$ cat src/rtl/alu_issue_ctrl.sv
// Issues one ALU operation per request handshake, waits a per-opcode latency, then
// returns the captured result/flags on a valid/ready response channel; owns HI/LO.
module alu_issue_ctrl #(
  parameter int WIDTH        = 32,
  parameter int OP_W         = 7,
  parameter int ALU_LATENCY  = 1,
  parameter int MULT_LATENCY = 2
) (
  input  logic             clk,
  input  logic             rst_n,
  input  logic             req_valid,
  output logic             req_ready,
  input  logic [OP_W-1:0]  req_op,
  input  logic [WIDTH-1:0] req_a,
  input  logic [WIDTH-1:0] req_b,
  output logic [WIDTH-1:0] alu_input1,
  output logic [WIDTH-1:0] alu_input2,
  output logic [OP_W-1:0]  alu_aluOp,
  input  logic [WIDTH-1:0] alu_result,
  input  logic [WIDTH-1:0] alu_hi,
  input  logic [WIDTH-1:0] alu_lo,
  input  logic             alu_z,
  input  logic             alu_ov,
  input  logic             alu_cy,
  input  logic             alu_sign,
  output logic             rsp_valid,
  input  logic             rsp_ready,
  output logic [WIDTH-1:0] rsp_result,
  output logic [3:0]       rsp_flags,
  output logic [WIDTH-1:0] hi_reg,
  output logic [WIDTH-1:0] lo_reg,
  output logic             busy
);

  localparam logic [1:0] S_IDLE  = 2'd0;
  localparam logic [1:0] S_ISSUE = 2'd1;
  localparam logic [1:0] S_RESP  = 2'd2;

  localparam int MAX_LAT = (ALU_LATENCY > MULT_LATENCY) ? ALU_LATENCY : MULT_LATENCY;
  localparam int CNT_W   = $clog2(MAX_LAT + 1);

  localparam logic [OP_W-1:0] OP_MULTU = OP_W'(1);
  localparam logic [OP_W-1:0] OP_MULT  = OP_W'(2);

  function automatic logic is_mul(input logic [OP_W-1:0] op);
    return (op == OP_MULTU) || (op == OP_MULT);
  endfunction

  logic [1:0]       state_q, state_d;
  logic [CNT_W-1:0] cnt_q, cnt_d;
  logic [WIDTH-1:0] in1_q, in1_d;
  logic [WIDTH-1:0] in2_q, in2_d;
  logic [OP_W-1:0]  op_q, op_d;
  logic [WIDTH-1:0] result_q, result_d;
  logic [3:0]       flags_q, flags_d;
  logic [WIDTH-1:0] hi_q, hi_d;
  logic [WIDTH-1:0] lo_q, lo_d;

  // Gated by rst_n so the request side reads not-ready while reset is asserted.
  assign req_ready  = (state_q == S_IDLE) && rst_n;
  assign rsp_valid  = (state_q == S_RESP);
  assign busy       = (state_q != S_IDLE);
  assign alu_input1 = in1_q;
  assign alu_input2 = in2_q;
  assign alu_aluOp  = op_q;
  assign rsp_result = result_q;
  assign rsp_flags  = flags_q;
  assign hi_reg     = hi_q;
  assign lo_reg     = lo_q;

  always_comb begin
    state_d  = state_q;
    cnt_d    = cnt_q;
    in1_d    = in1_q;
    in2_d    = in2_q;
    op_d     = op_q;
    result_d = result_q;
    flags_d  = flags_q;
    hi_d     = hi_q;
    lo_d     = lo_q;
    case (state_q)
      S_IDLE: begin
        if (req_valid && req_ready) begin
          in1_d   = req_a;
          in2_d   = req_b;
          op_d    = req_op;
          cnt_d   = is_mul(req_op) ? CNT_W'(MULT_LATENCY) : CNT_W'(ALU_LATENCY);
          state_d = S_ISSUE;
        end
      end
      S_ISSUE: begin
        cnt_d = cnt_q - CNT_W'(1);
        // The edge that sees cnt==1 is the sample point for the ALU outputs.
        if (cnt_q == CNT_W'(1)) begin
          result_d = alu_result;
          flags_d  = {alu_sign, alu_cy, alu_ov, alu_z};
          if (is_mul(op_q)) begin
            hi_d = alu_hi;
            lo_d = alu_lo;
          end
          state_d = S_RESP;
        end
      end
      S_RESP: begin
        if (rsp_ready) state_d = S_IDLE;
      end
      default: state_d = S_IDLE;
    endcase
  end

  always_ff @(posedge clk or negedge rst_n) begin
    if (!rst_n) begin
      state_q  <= S_IDLE;
      cnt_q    <= '0;
      in1_q    <= '0;
      in2_q    <= '0;
      op_q     <= '0;
      result_q <= '0;
      flags_q  <= '0;
      hi_q     <= '0;
      lo_q     <= '0;
    end else begin
      state_q  <= state_d;
      cnt_q    <= cnt_d;
      in1_q    <= in1_d;
      in2_q    <= in2_d;
      op_q     <= op_d;
      result_q <= result_d;
      flags_q  <= flags_d;
      hi_q     <= hi_d;
      lo_q     <= lo_d;
    end
  end

endmodule
$ cat config.mk
export PLATFORM = sky130hd
export DESIGN_NAME = alu_issue_ctrl
export DESIGN_NICKNAME = d
export VERILOG_FILES = /design/src/rtl/alu_issue_ctrl.sv
export SDC_FILE = /design/constraint.sdc
export NUM_CORES = 1
export LEC_CHECK = 0
export ABC_AREA = 0
export BUFFER_PORTS_ARGS = -buffer_cell sky130_fd_sc_hd__buf_2
export CAP_MARGIN = 20
export CELL_PAD_IN_SITES_DETAIL_PLACEMENT = 0
export CELL_PAD_IN_SITES_GLOBAL_PLACEMENT = 2
export CORE_MARGIN = 2
export CORE_UTILIZATION = 30
export CTS_BUF_LIST = sky130_fd_sc_hd__clkbuf_2 sky130_fd_sc_hd__clkbuf_4 sky130_fd_sc_hd__clkbuf_8
export CTS_CLUSTER_SIZE = 28
export DETAILED_ROUTE_END_ITERATION = 6
export GPL_ROUTABILITY_DRIVEN = 0
export GPL_TIMING_DRIVEN = 1
export PLACE_DENSITY_LB_ADDON = 0.2
export SYNTH_ARGS = -nofsm -noshare
export SYNTH_HDL_FRONTEND = slang
export SYNTH_SLANG_ARGS = --single-unit
$ cat constraint.sdc
create_clock -name clk -period 2.75 [get_ports clk]
set_clock_uncertainty 0.1 [all_clocks]
set_input_delay 0.1375 -clock clk [delete_from_list [all_inputs] [get_ports clk]]
set_output_delay 0.1375 -clock clk [all_outputs]
set_load 0.05 [all_outputs]
==> tab_implementation.tex <==
\begin{tabular}{lr}
\hline
Metric & Value \\
\hline
\multicolumn{2}{l}{\textbf{Synth}} \\
Most used DFF post-synth & sky130\_fd\_sc\_hd\_\_dfrtp\_1 \\
Total number of yosys warnings & 0 \\
Synthesized cell area & 6870 µm² \\
Netlist cell types & 24 \\
Number of synthesized register bits & 175 \\
Nets in the synthesized netlist & 565 \\
Avg Synthesized Cell Area & 17.7 µm² \\
Cells after synthesis & 389 \\
Proportion of synthesized flip-flops having asynchronous set or reset & 1.00 \\
Proportion of synthesized chip area in sequential cells & 0.637 \\
Number of enable-type register cells in the synthesized netlist & 0 \\
\multicolumn{2}{l}{\textbf{Critical path}} \\
Type of the setup path with the least slack & reg -> reg \\
Startpoint of the most critical register-to-register path & alu\_aluOp[3] \\
Capturing element type of the critical path & register \\
Worst EP arrival & 2.49 ns \\
Cells along the critical path & or4\_1, or4\_4, buf\_12, mux2\_4 \\
Master of the slowest instance on the critical path & sky130\_fd\_sc\_hd\_\_or4\_1 \\
Biggest fanout along the worst timing path & 47 \\
Required arrival time at the worst endpoint & 2.98 ns \\
Worst path max stage delay & 0.54 ns \\
Setup crit start kind & register \\
Source of the critical timing path & alu\_aluOp[3] \\
\multicolumn{2}{l}{\textbf{Pwr}} \\
Power density cells & 1350 nW/µm² \\
Static Leakage & 5.46 nW \\
Max IR drop VDD & 0.709 mV \\
\multicolumn{2}{l}{\textbf{Floorplan}} \\
I/O Pins & 349 \\
Effective utilization at floorplan & 0.304 \\
Rows & 55 \\
Standard cell core area & 22,600 µm² \\
Die height & 155 µm \\
Full die area & 24,100 µm² \\
Horizontal extent of the die & 155 µm \\
\multicolumn{2}{l}{\textbf{Cells and area}} \\
Register area & 4380 µm² \\
Area Growth Syn to Fin & 60.0\% \\
Area occupied by multi-input gates & 2310 µm² \\
Number of inserted filler cells in the final layout & 2,021 \\
Nets@finish & 1,095 \\
Share of cells above drive strength 1 & 0.601 \\
Post-layout instance count excluding filler cells & 1,218 \\
\multicolumn{2}{l}{\textbf{CTS}} \\
Clock Pin Slew Worst Setup and Hold Paths & 0.09 ns \\
Clk sink count & 175 \\
TritonCTS clock tree & done \\
Insertion delay of the later-clocked pin in the worst-skew pair & 0.44 ns \\
Maximum level of the CTS H-tree & 4 \\
Resized cells post-CTS & 0 \\
CTS buffer count & 17 \\
Maximum buffer depth of the clock tree & 2 \\
CTS Root Buffer Type & sky130\_fd\_sc\_hd\_\_clkbuf\_8 \\
\multicolumn{2}{l}{\textbf{STA}} \\
Time the final worst path needs with I/O delays and setup & 2.26 ns \\
Final worst path period share & 0.821 \\
Slew Limit Fails & 0 \\
Worst Max-Slew Pin Slew & 0.928 ns \\
Setup repair after global routing missed its margin & false \\
Fmax & 443 MHz \\
Fin. Hold Viols & 0 \\
Setup total negative slack & 0 ns \\
Final setup violation count & 0 \\
Relative slew margins & 0.382 \\
\multicolumn{2}{l}{\textbf{Drt}} \\
Average via count per standard cell & 4.31 \\
TritonRoute pass-1 iters & 4 \\
Antenna Nets Post-Route & 0 \\
Routed wire length & 20.0 mm \\
Final routed wire length divided by cell count & 16.4 µm \\
Total number of vias & 5,251 \\
DRT iter0 DRCs & 207 \\
Drc violations & 0 \\
\multicolumn{2}{l}{\textbf{Hold path}} \\
Hold Startpoint & req\_valid \\
Class of the tightest hold or removal check & in -> reg \\
\multicolumn{2}{l}{\textbf{Placed design}} \\
Port-buffer cells & 348 \\
Placed cells & 1,011 \\
Detail Placement HPWL & 13.9 mm \\
\multicolumn{2}{l}{\textbf{Global routing}} \\
Overall Global Routing Usage & 0.166 \\
Largest net degree at the start of global routing & 73 \\
Global-route wire length before repair & 31.2 mm \\
Initial antenna violation count & 1 \\
Number of global-route vias before repair & 5,794 \\
Grt ovf & 0 \\
\multicolumn{2}{l}{\textbf{Job}} \\
Max-cap violations & 0 \\
\multicolumn{2}{l}{\textbf{Status}} \\
Run status & finished, final reports clean \\
\hline
\end{tabular}
## where the power goes
group          switching (mW)  internal (mW)  total, mW
Combinational            6.05           2.53       8.59
Clock                   0.993          0.701       1.69
Sequential              0.670           3.87       4.54
Total                    7.72           7.11       14.8
## synth_stat cells (2+ instances only)
library cell               instances  area share
sky130_fd_sc_hd__or4_1             3      0.0033
sky130_fd_sc_hd__buf_12            6       0.017
sky130_fd_sc_hd__nand2b_1          2      0.0018
sky130_fd_sc_hd__mux2_4           60        0.13
sky130_fd_sc_hd__clkbuf_1          7      0.0038
sky130_fd_sc_hd__inv_1             3      0.0016
sky130_fd_sc_hd__dfrtp_1         175        0.64
sky130_fd_sc_hd__buf_2             4      0.0029
sky130_fd_sc_hd__o21ai_0           3      0.0022
sky130_fd_sc_hd__xnor2_1           2      0.0026
sky130_fd_sc_hd__mux2_2          111        0.18
## per-layer routing
layer  routed length [µm]  track usage
met2                10200        0.293
met5                    0            0
met1                 7730        0.186
met3                 1460       0.0524
met4                  585       0.0708
## timing repair
item,4_1_cts,5_1_grt
endpoints found under the hold margin,313,0
buffers inserted,0,0
hold buffers,174,0
## critical path: cells and delay by family (launching register included)
kind,cells,cell delay [ns]
AND/OR/NAND/NOR,2,1.06
multiplexers,1,0.33
buffers and inverters,1,0.24
flip-flops,1,0.39
## metrics by stage
stage	util	cell area, µm²	hold WS (ns)	total power [mW]	setup slack, ns
finish	0.487	11000	0.0744	14.8	0.493
global route	0.487	11000	0.0763	15.6	0.441
CTS	0.487	11000	0.0395	15.0	0.478
detailed placement	0.393	8880	-0.137	13.0	0.490
global placement	0.393	8880	-0.135	12.9	0.517
floorplan	-	6870	-0.258	10.9	0.325
## worst paths after layout
path                                  end  slack (ns)  cells past startpoint
max in group asynchronous       lo_reg[5]        1.13                      4
min reg2reg                rsp_result[23]        0.41                      1
min                              cnt_q[0]        0.07                      4
min in group asynchronous   alu_input2[1]        0.40                      3
max                             lo_reg[9]        0.49                      4
max reg2reg                     lo_reg[9]        0.49                      4
## placed cells by master, fill, tap and decap left out
cell type,Yosys,routed
sky130_fd_sc_hd__nor3_1,1,1
sky130_fd_sc_hd__buf_4,0,5
sky130_fd_sc_hd__xnor2_1,2,2
sky130_fd_sc_hd__nor2_1,1,1
sky130_fd_sc_hd__diode_2,0,1
sky130_fd_sc_hd__clkinv_4,0,4
sky130_fd_sc_hd__a221o_1,1,1
sky130_fd_sc_hd__buf_2,4,347
sky130_fd_sc_hd__and3_2,0,1
sky130_fd_sc_hd__o21ai_0,3,3
sky130_fd_sc_hd__clkinvlp_4,0,4
sky130_fd_sc_hd__a21oi_1,1,1
sky130_fd_sc_hd__nand3b_1,1,1
sky130_fd_sc_hd__inv_1,3,3
sky130_fd_sc_hd__nand2b_1,2,2
sky130_fd_sc_hd__and2_1,1,1
sky130_fd_sc_hd__or4_1,3,2
sky130_fd_sc_hd__clkbuf_4,0,1
sky130_fd_sc_hd__or4_4,0,1
sky130_fd_sc_hd__o221ai_1,1,1
sky130_fd_sc_hd__inv_6,0,4
sky130_fd_sc_hd__nand3_1,1,1
sky130_fd_sc_hd__clkbuf_8,0,19
sky130_fd_sc_hd__buf_6,1,1
sky130_fd_sc_hd__o21a_1,1,1
sky130_fd_sc_hd__buf_12,6,2
sky130_fd_sc_hd__dfrtp_1,175,175
sky130_fd_sc_hd__mux2_4,60,60
sky130_fd_sc_hd__mux2_2,111,111
sky130_fd_sc_hd__dlygate4sd3_1,0,174
sky130_fd_sc_hd__nor2b_1,1,1
sky130_fd_sc_hd__ha_1,1,1
## kinds of logic (layout without fill, tap and decap cells)
family,count (synthesis),after routing,synth area share
adders and majority gates,1,1,0.00182
buffers and inverters,21,564,0.0275
muxes,171,171,0.313
AOI/OAI and AO/OA,7,7,0.00674
and+or+nand+nor,12,12,0.0109
xor gates and xnor gates,2,2,0.00255
other,0,1,0
DFF,175,175,0.637
## area by class of cell
type | count | area share
Sequential cell | 175 | 0.398
Timing Repair Buffer | 529 | 0.324
Multi-Input combinational cell | 193 | 0.210
Tap cell | 285 | 0.0324
Clock buffer | 20 | 0.0245
Clock inverter | 12 | 0.00911
Inverter | 3 | 0.00102
Antenna cell | 1 | 0.000228
Note: power is estimated with default switching activity, not from simulation.
